File: config.mk
export PLATFORM = sky130hd
export DESIGN_NAME = fir_wb_axi_bridge_flat
export DESIGN_NICKNAME = d
export VERILOG_FILES = /design/src/rtl/fir_wb_axi_bridge_if.sv /design/src/rtl/fir_wb_axi_bridge.sv /design/src/flat_wrapper.sv
export SDC_FILE = /design/constraint.sdc
export NUM_CORES = 1
export LEC_CHECK = 0
export CAP_MARGIN = 30
export CORE_UTILIZATION = 41
export DETAILED_ROUTE_END_ITERATION = 12
export GPL_TIMING_DRIVEN = 0
export MAX_ROUTING_LAYER = met4
export PLACE_DENSITY = 0.86
export SLEW_MARGIN = 0
export SYNTH_ARGS = -nofsm -noshare
export SYNTH_HDL_FRONTEND = slang
export SYNTH_SLANG_ARGS = --single-unit
File: constraint.sdc
create_clock -name clk -period 4.1 [get_ports clk]
set_input_delay 0.41 -clock clk [delete_from_list [all_inputs] [get_ports clk]]
set_output_delay 0.41 -clock clk [all_outputs]
set_load 0.01 [all_outputs]
File: src/rtl/fir_wb_axi_bridge_if.sv
// Bus bundle between the Wishbone-side decoder, the bridge and the FIR core.
// master = bridge view, slave = decoder + FIR view.
interface fir_wb_axi_bridge_if #(
    parameter int pADDR_WIDTH = 12,
    parameter int pDATA_WIDTH = 32
);
    logic                   fir_en;
    logic                   fir_we;
    logic [pADDR_WIDTH-1:0] fir_addr;
    logic [pDATA_WIDTH-1:0] fir_dat_i;
    logic                   fir_valid;
    logic [pDATA_WIDTH-1:0] fir_dat_o;

    logic                   awvalid;
    logic                   awready;
    logic [pADDR_WIDTH-1:0] awaddr;
    logic                   wvalid;
    logic                   wready;
    logic [pDATA_WIDTH-1:0] wdata;
    logic                   arvalid;
    logic                   arready;
    logic [pADDR_WIDTH-1:0] araddr;
    logic                   rvalid;
    logic                   rready;
    logic [pDATA_WIDTH-1:0] rdata;

    logic                   ss_tvalid;
    logic                   ss_tready;
    logic [pDATA_WIDTH-1:0] ss_tdata;
    logic                   ss_tlast;
    logic                   sm_tvalid;
    logic                   sm_tready;
    logic [pDATA_WIDTH-1:0] sm_tdata;
    logic                   sm_tlast;

    modport master (
        input  fir_en, fir_we, fir_addr, fir_dat_i,
        output fir_valid, fir_dat_o,
        output awvalid, awaddr, wvalid, wdata,
        input  awready, wready,
        output arvalid, araddr, rready,
        input  arready, rvalid, rdata,
        output ss_tvalid, ss_tdata, ss_tlast,
        input  ss_tready,
        input  sm_tvalid, sm_tdata, sm_tlast,
        output sm_tready
    );

    modport slave (
        output fir_en, fir_we, fir_addr, fir_dat_i,
        input  fir_valid, fir_dat_o,
        input  awvalid, awaddr, wvalid, wdata,
        output awready, wready,
        input  arvalid, araddr, rready,
        output arready, rvalid, rdata,
        input  ss_tvalid, ss_tdata, ss_tlast,
        output ss_tready,
        output sm_tvalid, sm_tdata, sm_tlast,
        input  sm_tready
    );
endinterface

File: src/rtl/fir_wb_axi_bridge.sv
// Wishbone-to-AXI-Lite/AXI-Stream bridge for the FIR window, one access -> one AXI transaction.
// Optional FIR_BRIDGE_TLAST_EN: ss_tlast generated from a shadowed data_length register.
module fir_wb_axi_bridge #(
    parameter int pADDR_WIDTH = 12,
    parameter int pDATA_WIDTH = 32
) (
    input logic clk,
    input logic rst_n,
    fir_wb_axi_bridge_if.master bus
);
    localparam logic [pADDR_WIDTH-1:0] ADDR_SS  = pADDR_WIDTH'('h80);
    localparam logic [pADDR_WIDTH-1:0] ADDR_SM  = pADDR_WIDTH'('h84);

    typedef enum logic [2:0] {
        IDLE,
        LWR,
        LRA,
        LRD,
        SS,
        SM,
        DONE
    } state_e;

    state_e                 state_q;
    logic [pADDR_WIDTH-1:0] addr_q;
    logic [pDATA_WIDTH-1:0] wdat_q;
    logic [pDATA_WIDTH-1:0] rdat_q;
    logic                   ack_q;
    logic                   awvalid_q;
    logic                   wvalid_q;
    logic                   arvalid_q;
    logic                   rready_q;
    logic                   ss_tvalid_q;
    logic                   sm_tready_q;

    logic hit_lite;
    logic hit_ss;
    logic hit_sm;
    logic aw_ok;
    logic w_ok;

    assign hit_lite = bus.fir_addr[pADDR_WIDTH-1:7] == '0;
    assign hit_ss   = bus.fir_addr == ADDR_SS;
    assign hit_sm   = bus.fir_addr == ADDR_SM;

    // Each Lite write channel is finished once its valid has been consumed.
    assign aw_ok = !awvalid_q || bus.awready;
    assign w_ok  = !wvalid_q || bus.wready;

    always_ff @(posedge clk or negedge rst_n) begin
        if (!rst_n) begin
            state_q     <= IDLE;
            addr_q      <= '0;
            wdat_q      <= '0;
            rdat_q      <= '0;
            ack_q       <= 1'b0;
            awvalid_q   <= 1'b0;
            wvalid_q    <= 1'b0;
            arvalid_q   <= 1'b0;
            rready_q    <= 1'b0;
            ss_tvalid_q <= 1'b0;
            sm_tready_q <= 1'b0;
        end else begin
            unique case (state_q)
                IDLE: begin
                    if (bus.fir_en) begin
                        addr_q <= bus.fir_addr;
                        wdat_q <= bus.fir_dat_i;
                        unique case (1'b1)
                            hit_lite && bus.fir_we: begin
                                state_q   <= LWR;
                                awvalid_q <= 1'b1;
                                wvalid_q  <= 1'b1;
                            end
                            hit_lite && !bus.fir_we: begin
                                state_q   <= LRA;
                                arvalid_q <= 1'b1;
                            end
                            hit_ss && bus.fir_we: begin
                                state_q     <= SS;
                                ss_tvalid_q <= 1'b1;
                            end
                            hit_sm && !bus.fir_we: begin
                                state_q     <= SM;
                                sm_tready_q <= 1'b1;
                            end
                            default: begin
                                state_q <= DONE;
                                ack_q   <= 1'b1;
                                if (!bus.fir_we) rdat_q <= '0;
                            end
                        endcase
                    end
                end
                LWR: begin
                    if (bus.awready) awvalid_q <= 1'b0;
                    if (bus.wready) wvalid_q <= 1'b0;
                    if (aw_ok && w_ok) begin
                        state_q <= DONE;
                        ack_q   <= 1'b1;
                    end
                end
                LRA: begin
                    if (bus.arready) begin
                        arvalid_q <= 1'b0;
                        rready_q  <= 1'b1;
                        state_q   <= LRD;
                    end
                end
                LRD: begin
                    if (bus.rvalid) begin
                        rready_q <= 1'b0;
                        rdat_q   <= bus.rdata;
                        state_q  <= DONE;
                        ack_q    <= 1'b1;
                    end
                end
                SS: begin
                    if (bus.ss_tready) begin
                        ss_tvalid_q <= 1'b0;
                        state_q     <= DONE;
                        ack_q       <= 1'b1;
                    end
                end
                SM: begin
                    if (bus.sm_tvalid) begin
                        sm_tready_q <= 1'b0;
                        rdat_q      <= bus.sm_tdata;
                        state_q     <= DONE;
                        ack_q       <= 1'b1;
                    end
                end
                DONE: begin
                    ack_q   <= 1'b0;
                    state_q <= IDLE;
                end
                default: state_q <= IDLE;
            endcase
        end
    end

    assign bus.fir_valid = ack_q;
    assign bus.fir_dat_o = rdat_q;
    assign bus.awvalid   = awvalid_q;
    assign bus.awaddr    = addr_q;
    assign bus.wvalid    = wvalid_q;
    assign bus.wdata     = wdat_q;
    assign bus.arvalid   = arvalid_q;
    assign bus.araddr    = addr_q;
    assign bus.rready    = rready_q;
    assign bus.ss_tvalid = ss_tvalid_q;
    assign bus.ss_tdata  = wdat_q;
    assign bus.sm_tready = sm_tready_q;

`ifdef FIR_BRIDGE_TLAST_EN
    localparam logic [pADDR_WIDTH-1:0] ADDR_CTL = pADDR_WIDTH'('h00);
    localparam logic [pADDR_WIDTH-1:0] ADDR_LEN = pADDR_WIDTH'('h10);

    logic [pDATA_WIDTH-1:0] len_q;
    logic [pDATA_WIDTH-1:0] cnt_q;
    logic [pDATA_WIDTH-1:0] cnt_d;
    logic                   lwr_done;
    logic                   ss_hs;
    logic                   last_hit;

    assign lwr_done = (state_q == LWR) && aw_ok && w_ok;
    assign ss_hs    = ss_tvalid_q && bus.ss_tready;
    // Zero length never matches, so tlast stays low.
    assign last_hit = (len_q != '0) && (cnt_q == len_q - 1'b1);

    always_comb begin
        cnt_d = cnt_q;
        if (lwr_done && addr_q == ADDR_CTL && wdat_q[0]) begin
            cnt_d = '0;
        end else if (ss_hs) begin
            cnt_d = last_hit ? '0 : cnt_q + 1'b1;
        end
    end

    always_ff @(posedge clk or negedge rst_n) begin
        if (!rst_n) begin
            len_q <= '0;
            cnt_q <= '0;
        end else begin
            cnt_q <= cnt_d;
            if (lwr_done && addr_q == ADDR_LEN) len_q <= wdat_q;
        end
    end

    assign bus.ss_tlast = ss_tvalid_q && last_hit;
`else
    assign bus.ss_tlast = 1'b0;
`endif
endmodule

File: src/flat_wrapper.sv
// flat-port wrapper written by rule: the top's interface ports become plain ports
module fir_wb_axi_bridge_flat 
#(
    parameter int pADDR_WIDTH = 12,
    parameter int pDATA_WIDTH = 32
)
  (clk, rst_n, bus_fir_en, bus_fir_we, bus_fir_addr, bus_fir_dat_i, bus_fir_valid, bus_fir_dat_o, bus_awvalid, bus_awaddr, bus_wvalid, bus_wdata, bus_awready, bus_wready, bus_arvalid, bus_araddr, bus_rready, bus_arready, bus_rvalid, bus_rdata, bus_ss_tvalid, bus_ss_tdata, bus_ss_tlast, bus_ss_tready, bus_sm_tvalid, bus_sm_tdata, bus_sm_tlast, bus_sm_tready);
  fir_wb_axi_bridge_if #(.pADDR_WIDTH(pADDR_WIDTH), .pDATA_WIDTH(pDATA_WIDTH)) bus_i ();
  input logic clk;
  input logic rst_n;
  input wire logic [$bits(bus_i.fir_en)-1:0] bus_fir_en;
  input wire logic [$bits(bus_i.fir_we)-1:0] bus_fir_we;
  input wire logic [$bits(bus_i.fir_addr)-1:0] bus_fir_addr;
  input wire logic [$bits(bus_i.fir_dat_i)-1:0] bus_fir_dat_i;
  output wire logic [$bits(bus_i.fir_valid)-1:0] bus_fir_valid;
  output wire logic [$bits(bus_i.fir_dat_o)-1:0] bus_fir_dat_o;
  output wire logic [$bits(bus_i.awvalid)-1:0] bus_awvalid;
  output wire logic [$bits(bus_i.awaddr)-1:0] bus_awaddr;
  output wire logic [$bits(bus_i.wvalid)-1:0] bus_wvalid;
  output wire logic [$bits(bus_i.wdata)-1:0] bus_wdata;
  input wire logic [$bits(bus_i.awready)-1:0] bus_awready;
  input wire logic [$bits(bus_i.wready)-1:0] bus_wready;
  output wire logic [$bits(bus_i.arvalid)-1:0] bus_arvalid;
  output wire logic [$bits(bus_i.araddr)-1:0] bus_araddr;
  output wire logic [$bits(bus_i.rready)-1:0] bus_rready;
  input wire logic [$bits(bus_i.arready)-1:0] bus_arready;
  input wire logic [$bits(bus_i.rvalid)-1:0] bus_rvalid;
  input wire logic [$bits(bus_i.rdata)-1:0] bus_rdata;
  output wire logic [$bits(bus_i.ss_tvalid)-1:0] bus_ss_tvalid;
  output wire logic [$bits(bus_i.ss_tdata)-1:0] bus_ss_tdata;
  output wire logic [$bits(bus_i.ss_tlast)-1:0] bus_ss_tlast;
  input wire logic [$bits(bus_i.ss_tready)-1:0] bus_ss_tready;
  input wire logic [$bits(bus_i.sm_tvalid)-1:0] bus_sm_tvalid;
  input wire logic [$bits(bus_i.sm_tdata)-1:0] bus_sm_tdata;
  input wire logic [$bits(bus_i.sm_tlast)-1:0] bus_sm_tlast;
  output wire logic [$bits(bus_i.sm_tready)-1:0] bus_sm_tready;
  assign bus_i.fir_en = bus_fir_en;
  assign bus_i.fir_we = bus_fir_we;
  assign bus_i.fir_addr = bus_fir_addr;
  assign bus_i.fir_dat_i = bus_fir_dat_i;
  assign bus_fir_valid = bus_i.fir_valid;
  assign bus_fir_dat_o = bus_i.fir_dat_o;
  assign bus_awvalid = bus_i.awvalid;
  assign bus_awaddr = bus_i.awaddr;
  assign bus_wvalid = bus_i.wvalid;
  assign bus_wdata = bus_i.wdata;
  assign bus_i.awready = bus_awready;
  assign bus_i.wready = bus_wready;
  assign bus_arvalid = bus_i.arvalid;
  assign bus_araddr = bus_i.araddr;
  assign bus_rready = bus_i.rready;
  assign bus_i.arready = bus_arready;
  assign bus_i.rvalid = bus_rvalid;
  assign bus_i.rdata = bus_rdata;
  assign bus_ss_tvalid = bus_i.ss_tvalid;
  assign bus_ss_tdata = bus_i.ss_tdata;
  assign bus_ss_tlast = bus_i.ss_tlast;
  assign bus_i.ss_tready = bus_ss_tready;
  assign bus_i.sm_tvalid = bus_sm_tvalid;
  assign bus_i.sm_tdata = bus_sm_tdata;
  assign bus_i.sm_tlast = bus_sm_tlast;
  assign bus_sm_tready = bus_i.sm_tready;
  fir_wb_axi_bridge #(.pADDR_WIDTH(pADDR_WIDTH), .pDATA_WIDTH(pDATA_WIDTH)) u_core (.clk(clk), .rst_n(rst_n), .bus(bus_i));
endmodule
; ---- After elaboration in Yosys (flattened, before gate mapping)
; Cells that the tools add are included.
[totals]
regBits = 86
input_bits = 119
output_inout_bits = 128
word_cells = 105
[op_classes]
eq_ne = 22
n_mux = 42
n_reduce_logical = 30
[op_table]
columns = operator, n
row1 = $mux W32, 5
row2 = $pmux W32 S3, 1
row3 = $eq A12 B8 Y1 const B, 2
row4 = $mux W1, 21
row5 = $reduce_and A4 Y1, 5
row6 = $mux W3, 6
row7 = $ne A2 B2 Y1 const B, 9
row8 = $pmux W3 S6, 1
row9 = $pmux W1 S2, 6
row10 = $pmux W3 S4, 1
row11 = $reduce_and A6 Y1, 2
row12 = $ne A2 B1 Y1 const B, 5
row13 = $reduce_bool A2 Y1, 5
row14 = $eq A3 B3 Y1 const B, 3
row15 = $reduce_and A7 Y1, 1
row16 = $eq A3 B2 Y1 const B, 2
row17 = $pmux W1 S6, 1
row18 = $reduce_bool A6 Y1, 1
row19 = $logic_and A1 B1 Y1, 5
row20 = $logic_not A5 Y1, 1
row21 = $reduce_or A4 Y1, 1
row22 = $eq A3 B1 Y1 const B, 1
row23 = $logic_not A1 Y1, 3
row24 = $logic_not A3 Y1, 1
row25 = other kinds (4), 5

; ---- Longest topological paths before layout
[logic_depth]
depth_word = 6
depth_mapped = 6
depth_no_buf = 4

; ---- Worst setup path after synthesis
; OpenSTA, ideal clock, no wires.
[synth_timing]
kind = input-to-reg
from = input port bus_fir_addr[8]
to = register u_core.rdat_q[0] (netlist: u_core.bus.fir_dat_o[0])
arrival_time_ps = 1904
setup_slack_ps = 2071
cell_stages = 5
n_path_buf = 1
cell_sequence = or4_1 nor4_2 a211oi_2 buf_6 mux2_4
[synth_via]
elab_chain_len = 5
word_cells_on_any_way = 10
cone_classes = eq/ne: 3 / reduce/logical: 7
[synth_rtl]
columns = item, line_no
row1 = "start, declared", flat_wrapper.sv:13  ; input wire logic [$bits(bus_i.fir_addr)-1:0] bus_fir_addr;
row2 = "$eq A12 B8 Y1, or another cell as far along", fir_wb_axi_bridge.sv:44  ; assign hit_sm = bus.fir_addr == ADDR_SM;
row3 = $logic_and A1 B1 Y1 (on tied branches), n/a
row4 = $reduce_or A4 Y1 (no line) *, n/a
row5 = $ne A2 B2 Y1 (no line) *, n/a
row6 = $reduce_and A6 Y1 (no line) *, n/a
row7 = "end signal, assigned", fir_wb_axi_bridge.sv:113  ; rdat_q <= bus.rdata;
row8 = "end signal, assigned", fir_wb_axi_bridge.sv:128  ; rdat_q <= bus.sm_tdata;
row9 = "end, declared", fir_wb_axi_bridge.sv:27  ; logic [pDATA_WIDTH-1:0] rdat_q;
; Every way passes the cells marked *; elsewhere a longest branch is shown, timed or not.
; A chain may end at the register's enable or synchronous reset.

; ---- Final worst setup path
[layout_timing]
from = input port bus_fir_en
to = register u_core.wdat_q[9] (netlist: u_core.bus.ss_tdata[9])
[layout_via]
elab_chain_len = 1
[layout_rtl]
columns = item, line_no
row1 = "start, declared", flat_wrapper.sv:11  ; input wire logic [$bits(bus_i.fir_en)-1:0] bus_fir_en;
row2 = $reduce_and A2 Y1 (no line), n/a
row3 = "end signal, assigned", fir_wb_axi_bridge.sv:68  ; wdat_q <= bus.fir_dat_i;
row4 = "end, declared", fir_wb_axi_bridge.sv:26  ; logic [pDATA_WIDTH-1:0] wdat_q;
; Every way passes these cells.

==> metrics list <==
- Ranked by total cell area, the synthesized netlist is headed by sky130_fd_sc_hd__dfrtp_1, sky130_fd_sc_hd__mux2_2, sky130_fd_sc_hd__mux2_4.
* Peak supply drop: 485.2 uV
* Library cell used as clock root buffer: sky130_fd_sc_hd__clkbuf_8
- RSZ-0062 raised after global routing: false
* Input/output buffers: 243
* Most common cell after layout, fill and taps aside: sky130_fd_sc_hd__clkdlybuf4s50_1
- Portion of synthesized cell area occupied by the leading cell type: 50.25%
- The largest single stage delay on the critical path is 0.56 ns.
* Gate count after technology mapping: 323
- Yosys mapped the design onto 43 distinct sky130hd cell types.
- Total overflow reported by the global router: 0
- Entering global routing, the biggest net connects 50 pins.
* Final hold vios: 0
- Dividing total power by cell area gives a power density of 724.8 nW/um2.
* Final critical-path required period: 2.454 ns
- NumNets Final: 697
- The synthesized netlist occupies a cell area of 4283 um2.
- Most instantiated flip-flop cell in the synthesis netlist: sky130_fd_sc_hd__dfrtp_1
- Across the whole layout, storage elements account for 2152 um2.
- Vias in the first global route: 3,743
* Area delta synth->final: 67.02%
* Die span in y: 104.2 um
- Worst slack at placement: 1.246 ns
- Kind of start point of the critical path: input pin
* Clock tree from TritonCTS: yes
- Worst Hold Class: input pin to asynchronous set/reset pin
- In this run the worst setup path begins at bus_fir_en.
- Setup TNS: 0 ns
* Final total power: 0.005185 W
- Traced cell by cell, the critical path runs through clkdlybuf4s50_1 > nor4b_2 > clkbuf_1 > buf_1 > mux2_2.
* Top Family by Delay on Critical Path: buffers and inverters
* Number of detailed-route iterations in the first pass: 6
- Of all flip-flops after synthesis, the portion carrying an async set or reset was 100.0%.
* Most frequent cells in the layout: sky130_fd_sc_hd__clkdlybuf4s50_1, sky130_fd_sc_hd__dfrtp_1, sky130_fd_sc_hd__mux2_2, sky130_fd_sc_hd__buf_4, sky130_fd_sc_hd__a22o_1
* Remaining antenna violation count: 0
- Start of the worst register-to-register path: u_core.state_q[0]
* Slack of the worst reg-to-reg path: 1.69 ns
- The number of antenna diodes in the final layout is 0.
* Maximum clock rate: 407.5 MHz
* Final setup margin: 1.646 ns
* Cts hold-fix bufs: 0
* Setup crit end kind: flop
- In the final layout, the multi-input gates occupy 1677 um2.
- Post-CTS resize count: 0
- The clock passes through at most 2 buffers.
* Register area share after synthesis: 50.25%
* Clock skew: 0.01144 ns
- Length in cells of the worst reg-to-reg path: 6
- Critical R2R Capture: u_core.bus.fir_dat_o[7]
* Clock latency of the later-clocked register in the worst-skew pair: 0.36 ns
* H-tree depth: 3
* Final Slew Violations: 0
- The core region is 9955 um2.
- Among all stages on the critical path, the largest delay is contributed by sky130_fd_sc_hd__clkdlybuf4s50_1.
* Maximum fanout count along the critical path: 10
- For the pin with the worst max-slew slack, the measured transition is 0.5754 ns.
- Die area: 10,860 um2
- Together, buffers and inverters on the worst path number 3.
* Library cell occupying the most area in the post-synthesis netlist: sky130_fd_sc_hd__dfrtp_1
- The finished layout holds 716 standard cells, fillers aside.
- In this run, synthesis produced a sequential element count of 86.
- Routed wire length: 11,860 um
- The tool flagged a number of max-cap violations equal to 0.
* Width of the chip: 104.2 um
- The initial utilization of the core area, before any placement, comes to 43.02%.
* Hold slack final: 0.01235 ns
* Setup bufs post-CTS: 0
* Wire length of the first global-routing pass: 18,870 um
- Via-per-instance ratio: 4.987
* Total of endpoints with negative setup slack in the final report: 0
- Share of the clock period used by the worst path after layout: 59.86%
* Path type of the worst setup path: input pin to flop
- Clock Sinks: 86
* Placed instance count: 700
- The flow ran to the end, and the final reports show no timing, DRC or antenna violations.
* Detailed placer's ending HPWL: 9260 um
* Arrival time of data at the critical path endpoint: 2.70 ns
* Weighted congestion at the end of routability-driven global placement: 0.8428
- Register clock-pin slew on the reported worst setup and hold paths: 0.09 ns
* FILL cells: 681
- Average detailed-routed wire length per instance: 16.56 um
* Initial antenna violation count: 0
- Summing over every cut layer, the via total after detailed routing is 3,571.
- Total clock buffers created by CTS: 9
* Max_slew headroom: 61.57%
* Synth warnings: 0
* Drt first-iter violations: 97
* Reported leakage power: 3.058 nW
- Mean Syn Cell Area: 13.26 um2
- Synthesized Nets: 442
- Required arrival time at the worst endpoint: 4.35 ns
- Cells with a size suffix above 1 make up 25.56% of the layout.
- Top-level port count: 247
- # DRC: 0
- Total global-route track usage: 22.88%
- Row generation in the floorplan step produced 36 rows.
- Counting flops with a built-in enable in the synthesized netlist gives 0.
## kinds of logic (layout without fill, tap and decap cells)
family,after synthesis,count (layout),share of synthesized area [%]
multiplexers,76,76,22.61
XOR/XNOR,1,1,0.2045
buffers and inverters,70,330,10.60
AND/OR/NAND/NOR,27,27,4.149
flip-flops,86,86,50.25
other,1,1,0.08756
AO/OA/AOI/OAI,62,62,12.09
## synth_stat cells, types with 3 or more instances
library cell and instances:
sky130_fd_sc_hd__a21oi_1 5, sky130_fd_sc_hd__a22o_1 32, sky130_fd_sc_hd__a31oi_1 3, sky130_fd_sc_hd__buf_1 4, sky130_fd_sc_hd__buf_4 45, sky130_fd_sc_hd__buf_6 3, sky130_fd_sc_hd__clkbuf_1 13, sky130_fd_sc_hd__dfrtp_1 86
sky130_fd_sc_hd__inv_1 5, sky130_fd_sc_hd__mux2_2 46, sky130_fd_sc_hd__mux2_4 30, sky130_fd_sc_hd__nand2_1 6, sky130_fd_sc_hd__nand2b_1 3, sky130_fd_sc_hd__nor2b_1 3, sky130_fd_sc_hd__o21ai_0 3
## metal layers
layer / GRT usage [%] / part of all wire [%] / vias to the layer above
met3: 3.195 / 4.7 / 19
met2: 39.81 / 52 / 161
met1: 26.43 / 41 / 1745
met4: 9.694 / 2.1 / 0
li1: - / - / 1646
met5: - / 0 / -
## final cells by class
class / count / area share [%]
clock inverters: 6 / 1.522
multi-input cells: 167 / 23.44
plain buffers: 65 / 6.087
inverters: 5 / 0.2624
clock buffers: 10 / 1.924
flip-flops and latches: 86 / 30.09
well taps: 133 / 2.326
repair buffers: 244 / 34.35
## registers in the layout, indices dropped and copies added, names as in the netlist, 3 cells and up
signal                flops
u_core.state_q            3
u_core.bus.fir_dat_o     32
u_core.bus.araddr        12
u_core.bus.ss_tdata      32
## report_power, final
group | internal (W) | switching, W | total (W)
clock | 0.000420 | 0.000305 | 0.000725
combinational | 0.00191 | 0.00104 | 0.00295
sequential | 0.00123 | 0.000279 | 0.00151
total | 0.00356 | 0.00163 | 0.00518
## how the worst max path moves through the flow
stage,endpoint,slack [ns],cells after the start
5_1_grt,u_core.bus.ss_tdata[15],1.46,5
4_1_cts,u_core.bus.fir_dat_o[7],1.63,6
3_3_place_gp,u_core.bus.ss_tdata[21],-0.43,1
3_5_place_dp,u_core.bus.ss_tdata[25],1.25,5
6_report,u_core.bus.ss_tdata[9],1.65,5
2_1_floorplan,u_core.bus.fir_dat_o[0],2.07,5
## through the flow
| step | util [%] | cell area, um2 |
|---|---|---|
| after floorplan | - | 4283 |
| after global placement | 69.13 | 6882 |
| after CTS | 71.86 | 7153 |
| after global routing | 71.86 | 7153 |
| final | 71.86 | 7153 |
| after detailed placement | 69.38 | 6907 |
(Power assumes the default switching activity.)
